File: src/rtl/mmio_uart_bridge_pkg.sv
// Shared constants, drain-FSM state type and LSR formatting for the MMIO UART bridge.
package mmio_uart_bridge_pkg;

    localparam logic [63:0] DEFAULT_UART_BASE = 64'h1000_0000;

    localparam logic [2:0] THR_LANE = 3'd0;
    localparam logic [2:0] RBR_LANE = 3'd0;
    localparam logic [2:0] LSR_LANE = 3'd5;

    localparam int RBR_LSB = 8 * int'(RBR_LANE);
    localparam int LSR_LSB = 8 * int'(LSR_LANE);

    localparam int LSR_RDY  = 0;
    localparam int LSR_THRE = 5;
    localparam int LSR_OVF  = 7;

    typedef enum logic [1:0] {
        ST_IDLE = 2'd0,
        ST_SEND = 2'd1,
        ST_GAP  = 2'd2
    } drain_state_t;

    // RX is always reported ready; unlisted bits read as zero.
    function automatic logic [7:0] lsr_byte(input logic overflow, input logic full);
        logic [7:0] v;
        v           = 8'h00;
        v[LSR_RDY]  = 1'b1;
        v[LSR_THRE] = ~full;
        v[LSR_OVF]  = overflow;
        return v;
    endfunction

endpackage

File: src/rtl/mmio_uart_bridge_tx_fifo.sv
// Synchronous character FIFO; a push into a full FIFO is accepted when a pop happens the same cycle.
module mmio_uart_bridge_tx_fifo #(
    parameter int DEPTH = 8
) (
    input  logic       clock,
    input  logic       reset,
    input  logic       i_push,
    input  logic [7:0] i_push_data,
    input  logic       i_pop,
    output logic [7:0] o_head,
    output logic       o_empty,
    output logic       o_full,
    output logic       o_dropped
);
    localparam int AW = $clog2(DEPTH);
    localparam int CW = AW + 1;

    logic [7:0]    r_mem [DEPTH];
    logic [AW-1:0] r_wr_ptr;
    logic [AW-1:0] r_rd_ptr;
    logic [CW-1:0] r_count;
    logic          w_do_push;
    logic          w_do_pop;

    assign o_empty   = (r_count == '0);
    assign o_full    = (r_count == CW'(DEPTH));
    assign w_do_pop  = i_pop & ~o_empty;
    assign w_do_push = i_push & (~o_full | w_do_pop);
    assign o_dropped = i_push & ~w_do_push;
    assign o_head    = r_mem[r_rd_ptr];

    // NOTE: storage is not reset; entries are only read after a push has written them.
    always_ff @(posedge clock) begin
        if (w_do_push) begin
            r_mem[r_wr_ptr] <= i_push_data;
        end
    end

    // NOTE: sequential state uses non-blocking assignments so every register samples pre-edge values.
    always_ff @(posedge clock) begin
        if (!reset) begin
            r_wr_ptr <= '0;
            r_rd_ptr <= '0;
            r_count  <= '0;
        end else begin
            if (w_do_push) r_wr_ptr <= r_wr_ptr + AW'(1);
            if (w_do_pop)  r_rd_ptr <= r_rd_ptr + AW'(1);
            case ({w_do_push, w_do_pop})
                2'b10:   r_count <= r_count + CW'(1);
                2'b01:   r_count <= r_count - CW'(1);
                default: r_count <= r_count;
            endcase
        end
    end

endmodule

File: src/rtl/mmio_uart_bridge.sv
// UART responder on the MEM-stage data port: THR stores feed a TX FIFO drained onto io_uart_out_*,
// RBR/LSR loads return registered data one cycle later.
module mmio_uart_bridge
    import mmio_uart_bridge_pkg::*;
#(
    parameter logic [63:0] UART_BASE  = DEFAULT_UART_BASE,
    parameter int          FIFO_DEPTH = 8,
    parameter int          TX_GAP     = 0
) (
    input  logic        clock,
    input  logic        reset,
    input  logic        req_valid,
    input  logic        req_wen,
    input  logic [63:0] req_addr,
    input  logic [63:0] req_wdata,
    input  logic [63:0] req_wmask,
    output logic        hit,
    output logic [63:0] rsp_rdata,
    output logic        io_uart_out_valid,
    output logic [7:0]  io_uart_out_ch,
    output logic        io_uart_in_valid,
    input  logic [7:0]  io_uart_in_ch
);
    localparam int GAP_W = (TX_GAP > 1) ? $clog2(TX_GAP) : 1;

    logic [2:0]   w_lane;
    logic         w_hit;
    logic         w_load;
    logic         w_thr_write;
    logic         w_lsr_read;
    logic         w_empty;
    logic         w_full;
    logic         w_drop;
    logic         w_pop;
    logic         w_drain_ready;
    logic [7:0]   w_head;
    logic         w_unused;

    drain_state_t     r_state;
    logic [GAP_W-1:0] r_gap_cnt;
    logic             r_out_valid;
    logic [7:0]       r_out_ch;
    logic             r_overflow;
    logic [63:0]      r_rsp_rdata;

    assign w_lane      = req_addr[2:0];
    assign w_hit       = req_valid & (req_addr[63:3] == UART_BASE[63:3]);
    assign w_load      = w_hit & ~req_wen;
    assign w_thr_write = w_hit & req_wen & (w_lane == THR_LANE) & (req_wmask[7:0] == 8'hFF);
    assign w_lsr_read  = w_load & (w_lane == LSR_LANE);
    // Only the low byte lane of data and mask matters to this device.
    assign w_unused    = ^{req_wdata[63:8], req_wmask[63:8]};

    assign hit               = w_hit;
    assign io_uart_in_valid  = w_load & (w_lane == RBR_LANE);
    assign rsp_rdata         = r_rsp_rdata;
    assign io_uart_out_valid = r_out_valid;
    assign io_uart_out_ch    = r_out_ch;

    mmio_uart_bridge_tx_fifo #(
        .DEPTH(FIFO_DEPTH)
    ) u_tx_fifo (
        .clock      (clock),
        .reset      (reset),
        .i_push     (w_thr_write),
        .i_push_data(req_wdata[7:0]),
        .i_pop      (w_pop),
        .o_head     (w_head),
        .o_empty    (w_empty),
        .o_full     (w_full),
        .o_dropped  (w_drop)
    );

    // An expired gap counter behaves like IDLE, so TX_GAP idle cycles separate consecutive chars.
    // NOTE: default assigned first so no path through the case leaves it unassigned (no latch).
    always_comb begin
        w_drain_ready = 1'b0;
        case (r_state)
            ST_IDLE: w_drain_ready = 1'b1;
            ST_SEND: w_drain_ready = (TX_GAP == 0);
            ST_GAP:  w_drain_ready = (r_gap_cnt == '0);
            default: w_drain_ready = 1'b1;
        endcase
    end

    assign w_pop = w_drain_ready & ~w_empty;

    always_ff @(posedge clock) begin
        if (!reset) begin
            r_state     <= ST_IDLE;
            r_gap_cnt   <= '0;
            r_out_valid <= 1'b0;
            r_out_ch    <= 8'h00;
        end else if (w_pop) begin
            r_out_valid <= 1'b1;
            r_out_ch    <= w_head;
            r_state     <= ST_SEND;
        end else begin
            r_out_valid <= 1'b0;
            case (r_state)
                ST_SEND: begin
                    if (TX_GAP == 0) begin
                        r_state <= ST_IDLE;
                    end else begin
                        r_gap_cnt <= GAP_W'(TX_GAP - 1);
                        r_state   <= ST_GAP;
                    end
                end
                ST_GAP: begin
                    if (r_gap_cnt != '0) r_gap_cnt <= r_gap_cnt - GAP_W'(1);
                    else                 r_state   <= ST_IDLE;
                end
                default: r_state <= ST_IDLE;
            endcase
        end
    end

    // A dropped push on the same edge as an LSR read keeps the flag set.
    always_ff @(posedge clock) begin
        if (!reset) begin
            r_overflow <= 1'b0;
        end else if (w_drop) begin
            r_overflow <= 1'b1;
        end else if (w_lsr_read) begin
            r_overflow <= 1'b0;
        end
    end

    always_ff @(posedge clock) begin
        if (!reset) begin
            r_rsp_rdata <= '0;
        end else if (w_load) begin
            r_rsp_rdata <= '0;
            if (w_lane == RBR_LANE) begin
                r_rsp_rdata[RBR_LSB +: 8] <= io_uart_in_ch;
            end else if (w_lane == LSR_LANE) begin
                r_rsp_rdata[LSR_LSB +: 8] <= lsr_byte(r_overflow, w_full);
            end
        end
    end

endmodule

File: config.mk
export PLATFORM = sky130hd
export DESIGN_NAME = mmio_uart_bridge
export DESIGN_NICKNAME = d
export VERILOG_FILES = /design/src/rtl/mmio_uart_bridge_pkg.sv /design/src/rtl/mmio_uart_bridge_tx_fifo.sv /design/src/rtl/mmio_uart_bridge.sv
export SDC_FILE = /design/constraint.sdc
export NUM_CORES = 1
export LEC_CHECK = 0
export CORE_MARGIN = 2
export CORE_UTILIZATION = 39
export DETAILED_ROUTE_END_ITERATION = 16
export GPL_TIMING_DRIVEN = 1
export PLACE_DENSITY = 0.83
export SLEW_MARGIN = 20
export SYNTH_ARGS = -nofsm -noshare
export SYNTH_HDL_FRONTEND = slang
export SYNTH_SLANG_ARGS = --single-unit
File: constraint.sdc
create_clock -name clock -period 4.6 [get_ports clock]
set_input_delay 0.46 -clock clock [delete_from_list [all_inputs] [get_ports clock]]
set_output_delay 0.46 -clock clock [all_outputs]
set_load 0.03 [all_outputs]
==> flow_summary.ini, run 1 <==
[cells_and_area]
diodes = 0
area_growth_pct = 30.2
fillers = 905
final_layout_size_suffix_gt1_share_pct = 9.76
register_area_sq_mm = 0.00254
final_nets = 656
multiInputGateArea_sq_mm = 0.00148

[sta]
min_period_ns = 3.55
final.period_utilization_pct = 77.1
max_slew_margin_pct = 42.9
timing_hold_violations_final = 0
whs_ns = 0.465
rsz0062_at_grt = no
setup-tns-final_ns = 0
clock_skew_ns = 0.00634
setup_violations = 0
final_max_slew_viol_count = 0
fmax_mhz = 282
tightest_slew_ns = 0.855

[worst_setup_path]
critPathLaunchType = primary input
crit_buf_inv = 2
arrival_ns = 3.82
required_ns = 4.87
critical_path.top_delay_family = simple AND/OR/NAND/NOR gates
path_cells = clkdlybuf4s50_1 > nor4_1 > nand4_1 > or4_1 > inv_6 > nand2_4 > ha_1 > ha_1 > a21o_1 > a21oi_1 > xnor2_1 > or3_1 > a21oi_1
crit_path_max_fanout = 9
crit_type = in -> reg
slowest_stage = or4_1
cpPeakStageDelay_ns = 0.76
cp-end-kind = flip-flop

[floorplan]
die_x_microns = 109
core-area_sq_mm = 0.0108
ios = 279
num_rows = 38
die_h_microns = 109
fp.dieArea_sq_mm = 0.0119
initial_utilization_pct = 39.8

[detailed_routing]
via_count = 2822
drtIter0Drc = 161
routed_wl_microns = 8980
drtAntennaViolNets = 0
wl_per_cell_microns = 15.2
first_pass_iters = 4
route.detailed.drc = 0
vias_per_cell = 4.77

[yosys]
synth_area_per_cell_sq_um = 13.2
yosysWarnings = 0
netlist_instances = 327
ys_ff_latch = 95
ys.flop_type = edfxtp_1
ys_async_sr_fraction_pct = 0
synth_top_area_share_pct = 44.5
synth_top_area_cell = edfxtp_1
synth_cell_type_count = 39
syn-cell-area_sq_mm = 0.00432
yosysSeqAreaShare_pct = 58.9
synth_edf_count = 64
synth.most_common_cell = edfxtp_1
synth_area_leaders = edfxtp_1, dfxtp_1, buf_4
ys_top_cells_by_count = edfxtp_1, buf_4, dfxtp_1

[global_route]
grt_overflow = 0
grt_pass1_vias = 2614
gr-usage-all-layers_pct = 14.9
grt_max_degree = 22
grt_pass1_wl_microns = 13300
grt_antenna_before_repair = 0

[clocking]
worstSkewPairLatency_ns = 0.35
clock_path_buffers = 2
numCtsBuffers = 9
root_buffer = clkbuf_8
holdBufCountCts = 0
cts_tree = yes
clk_pin_slew_ns = 0.09
cts_max_level = 3
clock-sinks = 95
cts_setup_buffers = 0
post_cts_resize_count = 0

[placement]
routabilityCongestion = 0.773
io_buffers = 113
dpl.hpwl_microns = 6720

[pwr]
ir_worst_vdd_v = 0.000152
p_sw_uw = 365
clkPwrFrac_pct = 33.4
power.internal_mw = 1.23
p_seq_share_pct = 56.8
p_comb_share_pct = 9.7
power.leakage_nw = 1.88
p_per_area_mw_per_mm2 = 284
power.total_mw = 1.60
switching_share_pct = 22.8

[run]
max_cap_viol_count = 0

[hold_path]
min_path_type = reg -> reg

[run_status]
status = finished, final reports clean
path summary, 6_finish.rpt:
check / startpoint / endpoint / slack (ns) / cells past startpoint
worst max-delay path: req_addr[27] / u_tx_fifo.r_count[3] / 1.05 / 13
worst min-delay path: rsp_rdata[6] / rsp_rdata[6] / 0.46 / 2
worst min register to register: rsp_rdata[6] / rsp_rdata[6] / 0.46 / 2
worst max register to register: u_tx_fifo.r_count[0] / u_tx_fifo.r_count[3] / 1.80 / 9
worst min-delay path, cell delays in order (launching register included):
cell,delay [ns]
dfxtp_1,0.32
nand2_1,0.05
mux2i_1,0.05
power groups by stage:
| stage | sequential, mW | clock (mW) | combinational, mW |
|---|---|---|---|
| final | 0.908 | 0.534 | 0.155 |
| after detailed placement | 0.928 | 0 | 0.154 |
| after CTS | 0.908 | 0.547 | 0.155 |
| after floorplan | 0.928 | 0 | 0.100 |
| after global routing | 0.908 | 0.582 | 0.167 |
| after global placement | 0.928 | 0 | 0.151 |
kinds of logic after synthesis:
kind of cell    after synthesis  synth area share [%]
flops                        95                  58.9
fa+ha+maj                     6                  1.91
xor+xnor                      5                  1.01
simple gates                 88                  10.8
other cells                   1                0.0869
mux                          33                  12.3
compound gates               26                  3.74
buf+inv                      73                  11.3
area by class of cell:
cell class,count,area share [%]
Clock buffer,10,2.27
Timing Repair Buffer,121,21.2
Clock inverter,6,1.20
Multi-Input combinational cell,211,26.4
Tap cell,140,3.12
Inverter,8,0.623
Sequential cell,95,45.2
metrics by stage:
stage                     area (sq um)  std cells  utilization [%]  worst slack, ns
after floorplan                   4510        379                -             1.50
after global placement            5430        575             50.0            0.724
after detailed placement          5430        575             50.0            0.673
after CTS                         5620        591             51.8             1.04
after global routing              5620        591             51.8            0.814
final                             5620        591             51.8             1.05
metal layers:
layer	vias to the layer above	share of wire, %	GRT usage, %	routed length [microns]
met1	1370	39	18.4	3500
li1	1344	-	-	-
met2	97	54	25.9	4890
met3	11	4.6	2.81	416
met4	0	1.9	5.70	170
met5	-	0	0	0
placed cells by master, fill, tap and decap left out, types with 2 or more instances in the layout:
| master | n |
|---|---|
| a211oi_1 | 8 |
| a21oi_1 | 9 |
| buf_4 | 8 |
| clkbuf_8 | 9 |
| clkdlybuf4s50_1 | 113 |
| clkinvlp_4 | 2 |
| conb_1 | 53 |
| dfxtp_1 | 31 |
| edfxtp_1 | 64 |
| ha_1 | 5 |
| inv_1 | 7 |
| inv_6 | 3 |
| mux2i_1 | 17 |
| mux4_2 | 16 |
| nand2_1 | 22 |
| nand3_1 | 4 |
| nand4_1 | 7 |
| nor2_1 | 20 |
| nor3_1 | 5 |
| nor3b_1 | 2 |
| nor4_1 | 14 |
| nor4b_1 | 4 |
| o21ai_0 | 5 |
| or3_1 | 3 |
| xnor2_1 | 2 |
| xor2_1 | 3 |
sequential cells by signal, indices dropped and copies added, names as in the netlist:
signal,cells
u_tx_fifo.r_mem,64
rsp_rdata,11
io_uart_out_ch,8
u_tx_fifo.r_count,4
u_tx_fifo.r_rd_ptr,3
u_tx_fifo.r_wr_ptr,3
io_uart_out_valid,1
r_overflow,1
No activity file was read; power rests on OpenSTA's default activity.
==> inputs of run 2 (changes only) <==
--- a/config.mk
+++ b/config.mk
@@ -6,10 +6,10 @@
 export NUM_CORES = 1
 export LEC_CHECK = 0
 export CORE_MARGIN = 2
-export CORE_UTILIZATION = 39
+export CORE_UTILIZATION = 37
 export DETAILED_ROUTE_END_ITERATION = 16
 export GPL_TIMING_DRIVEN = 1
-export PLACE_DENSITY = 0.83
+export PLACE_DENSITY = 0.79
 export SLEW_MARGIN = 20
 export SYNTH_ARGS = -nofsm -noshare
 export SYNTH_HDL_FRONTEND = slang
==> constraint.sdc (replaced) <==
create_clock -name clock -period 3.4 [get_ports clock]
set_input_delay 0.34 -clock clock [delete_from_list [all_inputs] [get_ports clock]]
set_output_delay 0.34 -clock clock [all_outputs]
set_load 0.03 [all_outputs]
==> flow_summary.ini, run 2 (synthesized netlist as in run 1, its figures left out) <==
[clocking]
post_cts_resize_count = 0
clk_pin_slew_ns = 0.07
clock-sinks = 95
numCtsBuffers = 9
cts_max_level = 3
root_buffer = clkbuf_16
cts_setup_buffers = 0
worstSkewPairLatency_ns = 0.34
clock_path_buffers = 2
holdBufCountCts = 0
cts_tree = yes

[sta]
tightest_slew_ns = 0.871
max_slew_margin_pct = 41.8
setup-tns-final_ns = 0
final_max_slew_viol_count = 0
min_period_ns = 3.13
final.period_utilization_pct = 92.2
timing_hold_violations_final = 0
setup_violations = 0
fmax_mhz = 319
rsz0062_at_grt = no
clock_skew_ns = 0.00814

[cells_and_area]
final_common_cell = clkdlybuf4s50_1
fillers = 997
stdcell_area_sq_mm = 0.00580
top_register = u_tx_fifo.r_mem
multiInputGateArea_sq_mm = 0.00148
area_growth_pct = 34.3
largest_reg_flops = 64
final_layout_size_suffix_gt1_share_pct = 11.5
register_area_sq_mm = 0.00254
final_cell_mix = clkdlybuf4s50_1, edfxtp_1, conb_1
utilization_pct = 50.8
final_nets = 665
diodes = 0

[detailed_routing]
routed_wl_microns = 10200
drtIter0Drc = 233
wl_per_cell_microns = 17.0
via_count = 2860
drtAntennaViolNets = 0
vias_per_cell = 4.74
route.detailed.drc = 0
first_pass_iters = 4

[worst_setup_path]
critPathLaunchType = primary input
arrival_ns = 3.40
rrSetupSlack_ns = 1.18
crit_type = in -> reg
cpPeakStageDelay_ns = 0.60
crit_path_max_fanout = 2
cp-end-kind = flip-flop
path_cells = clkdlybuf4s50_1 > nor4_1 > nand4_1 > or4_1 > inv_6 > nand2_4 > ha_1 > ha_1 > a21o_1 > a21oi_1 > xnor2_1 > or3_1 > a21oi_1
crit_buf_inv = 2
required_ns = 3.67
reg2reg_depth = 9
slowest_stage = or4_1
critical_path.top_delay_family = simple AND/OR/NAND/NOR gates
r2r_end = u_tx_fifo.r_count[3]
timing.rr.start = u_tx_fifo.r_count[0]

[global_route]
grt_max_degree = 21
grt_overflow = 0
grt_pass1_wl_microns = 15800
gr-usage-all-layers_pct = 16.5
grt_antenna_before_repair = 0
grt_pass1_vias = 3067

[run]
max_cap_viol_count = 0

[pwr]
ir_worst_vdd_v = 0.000246
p_per_area_mw_per_mm2 = 421
power.leakage_nw = 1.99

[hold_path]
min_path_type = reg -> reg
hold_end = rsp_rdata[2]
min_from = rsp_rdata[2]
holdPathStages = 2

[floorplan]
core-area_sq_mm = 0.0114
die_h_microns = 112
die_x_microns = 112
ios = 279
initial_utilization_pct = 37.8
num_rows = 39
fp.dieArea_sq_mm = 0.0125

[placement]
routabilityCongestion = 0.798
dpl.hpwl_microns = 7570
io_buffers = 113
place_area_sq_mm = 0.00550

[run_status]
status = finished, final reports clean
## run 2: cell types whose count changed in the layout (fill, tap and decap cells not counted), sizes merged
cell,previous run,this run
clkdlybuf4s50,113,112
dlymetal6s2s,0,1
buf,8,17
## run 2: tightest hold or removal path, stage by stage (launching register included)
cell and delay [ns]:
dfxtp_1 0.32, nand2_1 0.05, mux2i_1 0.05
## run 2: stage by stage
stage          worst slack, ns  hold slack (ns)  cells  total power [mW]
6_report                 0.265            0.467    603              2.44
5_1_grt                 0.0506            0.491    603              2.53
4_1_cts                 0.0701            0.468    603              2.45
3_5_place_dp           -0.0691            0.458    587              1.47
3_3_place_gp           0.00496            0.449    587              1.46
2_1_floorplan            0.421            0.439    379              1.39
## run 2: cell type report
class,count,share of cell area [%]
multi-input cells,211,25.6
repair buffers,130,21.8
well taps,143,3.09
clock buffers,10,3.95
flip-flops and latches,95,43.9
clock inverters,6,1.17
inverters,8,0.604
## run 2: where the power goes
group	internal, mW	leakage [nW]	total (mW)	switching [mW]
sequential	1.23	0.824	1.23	0.000000000000000520
combinational	0.0967	1.03	0.213	0.116
clock	0.574	0.139	0.997	0.423
total	1.90	1.99	2.44	0.539
## run 2: worst max-delay path by stage
stage            startpoint  slack (ns)                   end  cells after the start
2_1_floorplan  req_addr[13]        0.42  u_tx_fifo.r_count[3]                     13
6_report       req_addr[44]        0.27  u_tx_fifo.r_count[3]                     13
3_5_place_dp    req_addr[4]       -0.07  u_tx_fifo.r_count[3]                     13
3_3_place_gp    req_addr[4]       0.005  u_tx_fifo.r_count[3]                     13
4_1_cts         req_addr[4]        0.07      io_uart_in_valid                      7
5_1_grt        req_addr[44]        0.05  u_tx_fifo.r_count[3]                     13
## run 2: layer usage
layer	vias up	part of all wire (%)	global-route usage (%)
met3	24	3.0	4.32
met5	-	0	0
met2	70	56	29.7
li1	1361	-	-
met4	0	3.8	7.72
met1	1405	37	18.3
==> inputs of run 3 (changes only) <==
==> constraint.sdc (replaced) <==
create_clock -name clock -period 2.9 [get_ports clock]
set_input_delay 0.29 -clock clock [delete_from_list [all_inputs] [get_ports clock]]
set_output_delay 0.29 -clock clock [all_outputs]
set_load 0.03 [all_outputs]
==> flow_summary.ini, run 3 (synthesized netlist as in run 1, its figures left out) <==
[detailed_routing]
via_count = 2930
wl_per_cell_microns = 18.1
drtAntennaViolNets = 0
vias_per_cell = 4.82
route.detailed.drc = 0
first_pass_iters = 4
drtIter0Drc = 115
routed_wl_microns = 11000

[floorplan]
num_rows = 39
initial_utilization_pct = 37.8
fp.dieArea_sq_mm = 0.0125
ios = 279
core-area_sq_mm = 0.0114
die_h_microns = 112
die_x_microns = 112

[worst_setup_path]
crit_path_max_fanout = 2
arrival_ns = 3.11
critPathLaunchType = primary input
cp-end-kind = flip-flop
crit_type = in -> reg
required_ns = 3.17

[pwr]
power.leakage_nw = 2.34
power.total_mw = 2.88
p_comb_share_pct = 8.9
clkPwrFrac_pct = 41.0
p_sw_uw = 650
p_seq_share_pct = 50.1
switching_share_pct = 22.6
p_per_area_mw_per_mm2 = 475
power.internal_mw = 2.23
ir_worst_vdd_v = 0.000306

[sta]
clock_skew_ns = 0.00598
final_max_slew_viol_count = 0
tightest_slew_ns = 0.806
timing_hold_violations_final = 0
max_slew_margin_pct = 46.2
min_period_ns = 2.84
whs_ns = 0.464
final.period_utilization_pct = 97.8
setup_violations = 0
fmax_mhz = 353

[run]
max_cap_viol_count = 0

[global_route]
grt_overflow = 0
grt_pass1_vias = 2905
grt_pass1_wl_microns = 15700
grt_max_degree = 21
grt_antenna_before_repair = 0
gr-usage-all-layers_pct = 16.6

[cells_and_area]
final_common_cell = clkdlybuf4s50_1
final_nets = 670
finalNonFillerCells = 608
top_register = u_tx_fifo.r_mem
utilization_pct = 53.2
final_layout_size_suffix_gt1_share_pct = 17.4
largest_reg_flops = 64
fillers = 940
area_growth_pct = 40.6
diodes = 0
final_cell_mix = clkdlybuf4s50_1, edfxtp_1, conb_1
stdcell_area_sq_mm = 0.00607

[clocking]
clk_pin_slew_ns = 0.07
holdBufCountCts = 0
cts_max_level = 3
clock_path_buffers = 2
numCtsBuffers = 9
cts_tree = yes
root_buffer = clkbuf_16
clock-sinks = 95
worstSkewPairLatency_ns = 0.34

[placement]
io_buffers = 113
place_area_sq_mm = 0.00553
routabilityCongestion = 0.841
dpl.hpwl_microns = 7950
dp.cells = 591

[hold_path]
min_path_type = reg -> reg

[run_status]
status = finished, final reports clean
==> run 3: cell types whose count changed in the layout (fill, tap and decap cells not counted), moves of 7 or more <==
cell and change:
nor4_2 +10, nor4_1 -10, dlymetal6s2s_1 +33, clkdlybuf4s50_1 -35
buf_4 +7
==> run 3: power by group through the flow <==
stage | Combinational, mW | Clock (mW) | Sequential [mW]
3_5_place_dp | 0.251 | 0 | 1.47
5_1_grt | 0.271 | 1.25 | 1.44
4_1_cts | 0.255 | 1.20 | 1.44
3_3_place_gp | 0.247 | 0 | 1.47
2_1_floorplan | 0.159 | 0 | 1.47
6_report | 0.257 | 1.18 | 1.44
==> run 3: path summary, 6_finish.rpt <==
kind                             start              endpoint  slack [ns]  cells past startpoint
hold / removal            rsp_rdata[6]          rsp_rdata[6]        0.46                      2
hold reg to reg           rsp_rdata[6]          rsp_rdata[6]        0.46                      2
setup / recovery          req_addr[55]  u_tx_fifo.r_count[3]        0.06                     13
setup reg to reg  u_tx_fifo.r_count[1]  u_tx_fifo.r_count[3]        0.61                      9
==> run 3: stage by stage <==
step                       TNS, ns  setup WS (ns)
after floorplan                  0       0.000483
after CTS                        0         0.0393
after global placement      -0.916         -0.394
after global routing      -0.00353       -0.00353
after detailed placement     -4.00         -0.536
final                            0         0.0646
==> run 3: repair_timing <==
item                       4_1_cts  5_1_grt
buffers inserted                 0        1
pin swaps                       11       19
setup endpoints to repair        1        1
resized for setup                8       48
gates cloned                     0        0
==> run 3: layout make-up <==
| class | instances | area, sq um | share of cell area (%) |
|---|---|---|---|
| clock buffer | 9 | 225 | 3.71 |
| clock inverter | 7 | 78.8 | 1.30 |
| inverter | 8 | 35.0 | 0.577 |
| multi-input combinational | 211 | 1630 | 26.9 |
| sequential | 95 | 2540 | 41.9 |
| tap | 143 | 179 | 2.95 |
| timing repair buffer | 135 | 1380 | 22.7 |
==> run 3: routing by layer <==
layer  global-route usage, %  part of all wire (%)  vias up
met5                       0                     0        -
met4                    6.67                   2.9        0
met3                    3.24                   3.8       19
met2                    30.5                    56       81
met1                    19.0                    37     1458
li1                        -                     -     1372
==> run 3: worst max-delay path, cell delays in order <==
cell,delay [ns]
clkdlybuf4s50_1,0.43
nor4_2,0.23
nand4_1,0.13
or4_4,0.56
clkinv_4,0.07
nand2_4,0.05
ha_4,0.17
ha_4,0.23
a21o_1,0.16
a21oi_2,0.18
xnor2_2,0.09
or3_4,0.38
a21oi_2,0.14
==> variant 1: new RTL, config.mk and constraints of run 3 <==
Add an input register stage for `req_wdata`, without a reset; this delays it by one clock. The other inputs are not delayed to match.
--- a/src/rtl/mmio_uart_bridge.sv
+++ b/src/rtl/mmio_uart_bridge.sv
@@ -22,6 +22,12 @@
     input  logic [7:0]  io_uart_in_ch
 );
     localparam int GAP_W = (TX_GAP > 1) ? $clog2(TX_GAP) : 1;
+
+    logic [63:0] req_wdata_q;
+
+    always_ff @(posedge clock) begin
+        req_wdata_q <= req_wdata;
+    end
 
     logic [2:0]   w_lane;
     logic         w_hit;
@@ -49,7 +55,7 @@
     assign w_thr_write = w_hit & req_wen & (w_lane == THR_LANE) & (req_wmask[7:0] == 8'hFF);
     assign w_lsr_read  = w_load & (w_lane == LSR_LANE);
     // Only the low byte lane of data and mask matters to this device.
-    assign w_unused    = ^{req_wdata[63:8], req_wmask[63:8]};
+    assign w_unused    = ^{req_wdata_q[63:8], req_wmask[63:8]};
 
     assign hit               = w_hit;
     assign io_uart_in_valid  = w_load & (w_lane == RBR_LANE);
@@ -63,7 +69,7 @@
         .clock      (clock),
         .reset      (reset),
         .i_push     (w_thr_write),
-        .i_push_data(req_wdata[7:0]),
+        .i_push_data(req_wdata_q[7:0]),
         .i_pop      (w_pop),
         .o_head     (w_head),
         .o_empty    (w_empty),
Function: changed (a bounded check fails within 4 cycles, from zero or initial values and one cycle with reset low).
==> variant 1 against run 3 <==
Final area up 5.8%; synthesized area increased by 5.8%; routed wire length is 0.91% higher; cell count up 6.3%; synthesized cell count up 5.5%; hold slack got worse by 0.073 ns; sequential cell count is 8 higher; setup slack got worse by 0.056 ns; total power up 3.3%; critical path type unchanged; critical endpoint unchanged.
==> variant 1: results (changes against run 3) <==
Final layout
  • Layout cell share with drive strength beyond 1: 18.71% (+1.3 points)
  • Fin nets: 702 (+4.8%)
  • Count of non-filler cells in the finished layout: 646 (+6.3%)
  • Largest register by flop count: u_tx_fifo.r_mem

Global route
  • Largest net degree at the start of global routing: 21 (unchanged)
  • GRT Util Overall: 16.89% (+0.31 points)
  • First-pass GRT wire length: 16.77 mm (+7.0%)
  • Initial antenna violation count: 2 (+2)

Route
  • Routed Wire Length: 11.08 mm (+0.91%)
  • Initial DRC count: 154 (+34%)
  • TritonRoute pass-1 iters: 6 (+2)
  • Via count: 3188 (+8.8%)

Clock network
  • Clock Pin Slew Worst Setup and Hold Paths: 0.07 ns (about the same)
  • CTS max path bufs: 2 (unchanged)
  • TritonCTS Buffers: 9 (unchanged)
  • H-tree levels: 3 (unchanged)
  • Clk Latency, worst-skew pair: 0.34 ns (about the same)
  • Root Buffer: clkbuf_16

Place
  • DP Worst Slack: -0.4847 ns (+0.05156 ns)
  • DP HPWL: 8.020 mm (+0.92%)
  • Post-Place Cells: 623 (+5.4%)
  • PortBufs: 113 (unchanged)
  • RD Place Congestion: 0.9390 (+12%)

Yosys
  • Synth warn: 0 (unchanged)
  • Netlist cell types: 38 (-2.6%)
  • Post-synth ARST share: 0% (unchanged)
  • Synth top area cells: edfxtp_1 (42%), dfxtp_1 (17%), buf_4 (8.7%)
  • Post-Synthesis Cells: 345 (+5.5%)
  • Top cells by count, synth: edfxtp_1 (64), buf_4 (53), dfxtp_1 (39)
  • Sequential cell area fraction in the yosys report: 59.16% (+0.26 points)

Critical path
  • Crit path max fanout: 2 (unchanged)
  • CP arrival: 3.16 ns (+0.05 ns)
  • Max stage delay on crit path: 0.56 ns (about the same)
  • Worst setup path start: req_addr[45]
  • CP max stage cell: or4_4
  • CP top delay family: simple AND/OR/NAND/NOR gates
  • RR Startpoint: u_tx_fifo.r_count[0]$_SDFFE_PN0P_

Timing
  • Worst-Margin Slew: 0.9075 ns (+0.1012 ns)
  • Clock Skews: 0.008076 ns (+0.002097 ns)

Power
  • Leakage: 0.002587 uW (+11%)
  • Switching Fraction: 23.52% (+0.95 points)
  • Max VDD drop: 0.3928 mV (+28%)

Status
  • Status: complete, no violations

Worst hold path
  • Hold_sp: req_wdata[3]
  • Hold Crit Class: input pin to flip-flop
-- variant 1: changes by cell type after synthesis, moves of 2 or more --
| cell | change |
|---|---|
| dfxtp_1 | +8 |
| nor4_1 | +6 |
| mux2i_1 | +2 |
| nand3_1 | +2 |
| nand4_1 | +2 |
-- variant 1: cells by family after synthesis --
group | after synthesis | synth area share [%]
flops | 103 | 59.16
simple gates | 101 | 12.52
buf+inv | 72 | 10.44
mux | 35 | 12.05
compound gates | 22 | 2.986
fa+ha+maj | 6 | 1.808
xor+xnor | 5 | 0.9588
other cells | 1 | 0.08209
-- variant 1: worst paths after layout --
path,slack (ns),to,cells past startpoint
worst max-delay path,0.008,u_tx_fifo.r_count[3]$_SDFFE_PN0P_,13
worst min-delay path,0.39,req_wdata_q[3]$_DFF_P_,1
worst max register to register,0.68,u_tx_fifo.r_count[3]$_SDFFE_PN0P_,9
worst min register to register,0.47,rsp_rdata[0]$_SDFFE_PN0P_,2
-- variant 1: what timing repair did --
action                     in CTS  in global routing
pin swaps                      14                 23
resized for setup              14                 48
setup endpoints to repair       1                  2
buffers inserted                3                  2
-- variant 1: power groups by stage --
stage          logic [uW]  clock network (uW)  registers, uW
6_report              268                1140           1570
5_1_grt               283                1220           1570
4_1_cts               265                1160           1570
3_5_place_dp          261                   0           1600
3_3_place_gp          260                   0           1600
2_1_floorplan         163                   0           1600
-- variant 1: layout make-up --
| class | count | area, sq um |
|---|---|---|
| diodes | 2 | 5.005 |
| flip-flops and latches | 103 | 2703 |
| inverters | 8 | 35.03 |
| multi-input cells | 222 | 1725 |
| clock buffers | 9 | 225.2 |
| fillers | 1007 | 5589 |
| well taps | 147 | 183.9 |
| repair buffers | 148 | 1479 |
| clock inverters | 7 | 66.31 |
-- variant 1: metal layers --
metal / GRT usage, % / share of wire [%] / up-vias
met5: 0 / 0 / -
met4: 6.345 / 2.8 / 0
met3: 4.164 / 7.2 / 25
met2: 27.10 / 48 / 141
met1: 22.29 / 42 / 1543
li1: - / - / 1479
-- variant 1: metrics by stage --
stage / hold WS [ns] / cell area, sq um
CTS: 0.3807 / 6237
floorplan: 0.3177 / 4763
detailed placement: 0.4590 / 5857
finish: 0.3913 / 6422
global placement: 0.4489 / 5857
global route: 0.3697 / 6422
==> variant 2: new RTL, flow settings as in run 3 <==
Made on the original files. Change the parameter `FIFO_DEPTH` from 8 to 16.
--- a/src/rtl/mmio_uart_bridge.sv
+++ b/src/rtl/mmio_uart_bridge.sv
@@ -4,7 +4,7 @@
     import mmio_uart_bridge_pkg::*;
 #(
     parameter logic [63:0] UART_BASE  = DEFAULT_UART_BASE,
-    parameter int          FIFO_DEPTH = 8,
+    parameter int          FIFO_DEPTH = 16,
     parameter int          TX_GAP     = 0
 ) (
     input  logic        clock,
Formal check against the unedited RTL: same outputs for any inputs over 10 cycles, from zero or initial values and one cycle with reset low; that may be too few to reach the edited logic, so the function may still have changed.
==> variant 2 against run 3 <==
Total power grew 69%; synthesized area increased by 62%; sequential cell count up 67; first-iteration DRC count up 140%; setup slack better by 0.0079 ns; synthesized cell count is 40% higher; count of clock-buffer cells in the layout grew 9; largest cell class unchanged; routed wire length grew 38%; final area increased by 54%; combinational power up 4%; utilization shrank 2.9 points; via count up 47%.
==> variant 2: results (changes against run 3) <==
Route
  • Metal3 WL: 748 um (+80%)
  • Initial DRC count: 277 (+140%)
  • Met1 wire length: 5.877 mm (+44%)
  • Vias/cell: 5.068 (+5.2%)
  • Met2 Wirelength: 8.339 mm (+35%)
  • Routed Wire Length: 15.17 mm (+38%)

Global route
  • Largest net degree at the start of global routing: 36 (+71%)
  • Met1 global-route usage: 16.92% (-2.0 points)
  • Met2 Usage GRT: 28.18% (-2.3 points)
  • GR Util met3: 3.037% (-0.20 points)
  • First-pass GRT wire length: 23.00 mm (+47%)
  • Number of global-route vias before repair: 4350 (+50%)
  • GRT Util Overall: 15.11% (-1.5 points)

Yosys
  • Post-synth EDFFs: 128 (+100%)
  • Synth top area cells: edfxtp_1 (55%), mux4_2 (10%), dfxtp_1 (9.7%)
  • Sequential cell area fraction in the yosys report: 64.55% (+5.6 points)
  • Post-Synthesis Cells: 458 (+40%)
  • Compound-Gate Fraction of Synth Area: 4.016% (+0.28 points)
  • Top cells by count, synth: edfxtp_1 (128), buf_4 (53), dfxtp_1 (34)
  • Adder-cell share of the synthesized area: 1.892% (-0.021 points)
  • Mux cell area share after synthesis: 13.00% (+0.71 points)

Clock network
  • Post-cts resize count: 4 (-4)
  • TritonCTS Buffers: 17 (+8)
  • H-tree levels: 4 (+1)
  • Clk Latency, worst-skew pair: 0.43 ns (+0.09 ns)

Critical path
  • CP arrival: 3.18 ns (+0.07 ns)
  • Crit path max fanout: 4 (+2)

Worst hold path
  • Hold Crit Class: input pin to flip-flop
  • Hold Path Depth: 3 (+1)

Timing
  • Clock Skews: 0.01290 ns (+0.006920 ns)
  • Worst-Margin Slew: 0.7572 ns (-0.04911 ns)

Status
  • Status: complete, no violations

Power
  • Comb pwr share: 5.5% (-3.4 points)
  • Register share of total power: 51.3% (+1.2 points)

Final layout
  • Max FFs per register: 128 (+100%)
  • Layout cell share with drive strength beyond 1: 22.02% (+4.6 points)

Place
  • DP HPWL: 10.28 mm (+29%)
==> variant 2: changes by cell type after synthesis, moves of 4 or more <==
cell	before	now
o22ai_1	0	16
and3_1	1	19
mux4_2	16	32
mux2i_1	17	10
ha_1	5	9
edfxtp_1	64	128
mux2_2	0	8
nor2_1	20	13
inv_1	7	11
==> variant 2: final cells by class <==
cell class	instances	area [sq um]
clock buffer	18	429.2
clock inverter	14	142.6
fill	1487	9279
inverter	12	47.55
multi-input combinational	264	2282
sequential	162	4526
tap	234	292.8
timing repair buffer	143	1644
==> variant 2: logic make-up after synthesis <==
group	after synthesis
compound gates	46
xor+xnor	5
fa+ha+maj	10
buf+inv	84
flops	162
mux	50
other cells	1
simple gates	100
==> variant 2: metrics by stage <==
stage / power [uW] / setup slack, ns / TNS [ns] / hold slack, ns / util (%)
after global placement: 2812 / -0.3514 / -0.4791 / 0.4439 / 45.98
after global routing: 5029 / -0.05084 / -0.05084 / 0.4099 / 50.23
after floorplan: 2713 / 0.001064 / 0 / 0.3889 / -
after CTS: 4916 / 0.01355 / 0 / 0.4125 / 49.17
final: 4873 / 0.07245 / 0 / 0.4279 / 50.23
after detailed placement: 2820 / -0.5080 / -0.8152 / 0.4558 / 45.98
==> variant 2: path summary, 6_finish.rpt <==
| path | endpoint | slack (ns) | start |
|---|---|---|---|
| worst max-delay path | u_tx_fifo.r_count[4]$_SDFFE_PN0P_ | 0.07 | req_addr[60] |
| worst min-delay path | rsp_rdata[2]$_SDFFE_PN0P_ | 0.43 | io_uart_in_ch[2] |
| worst max register to register | u_tx_fifo.r_count[4]$_SDFFE_PN0P_ | 0.42 | u_tx_fifo.r_count[0]$_SDFFE_PN0P_ |
| worst min register to register | rsp_rdata[1]$_SDFFE_PN0P_ | 0.46 | rsp_rdata[1]$_SDFFE_PN0P_ |
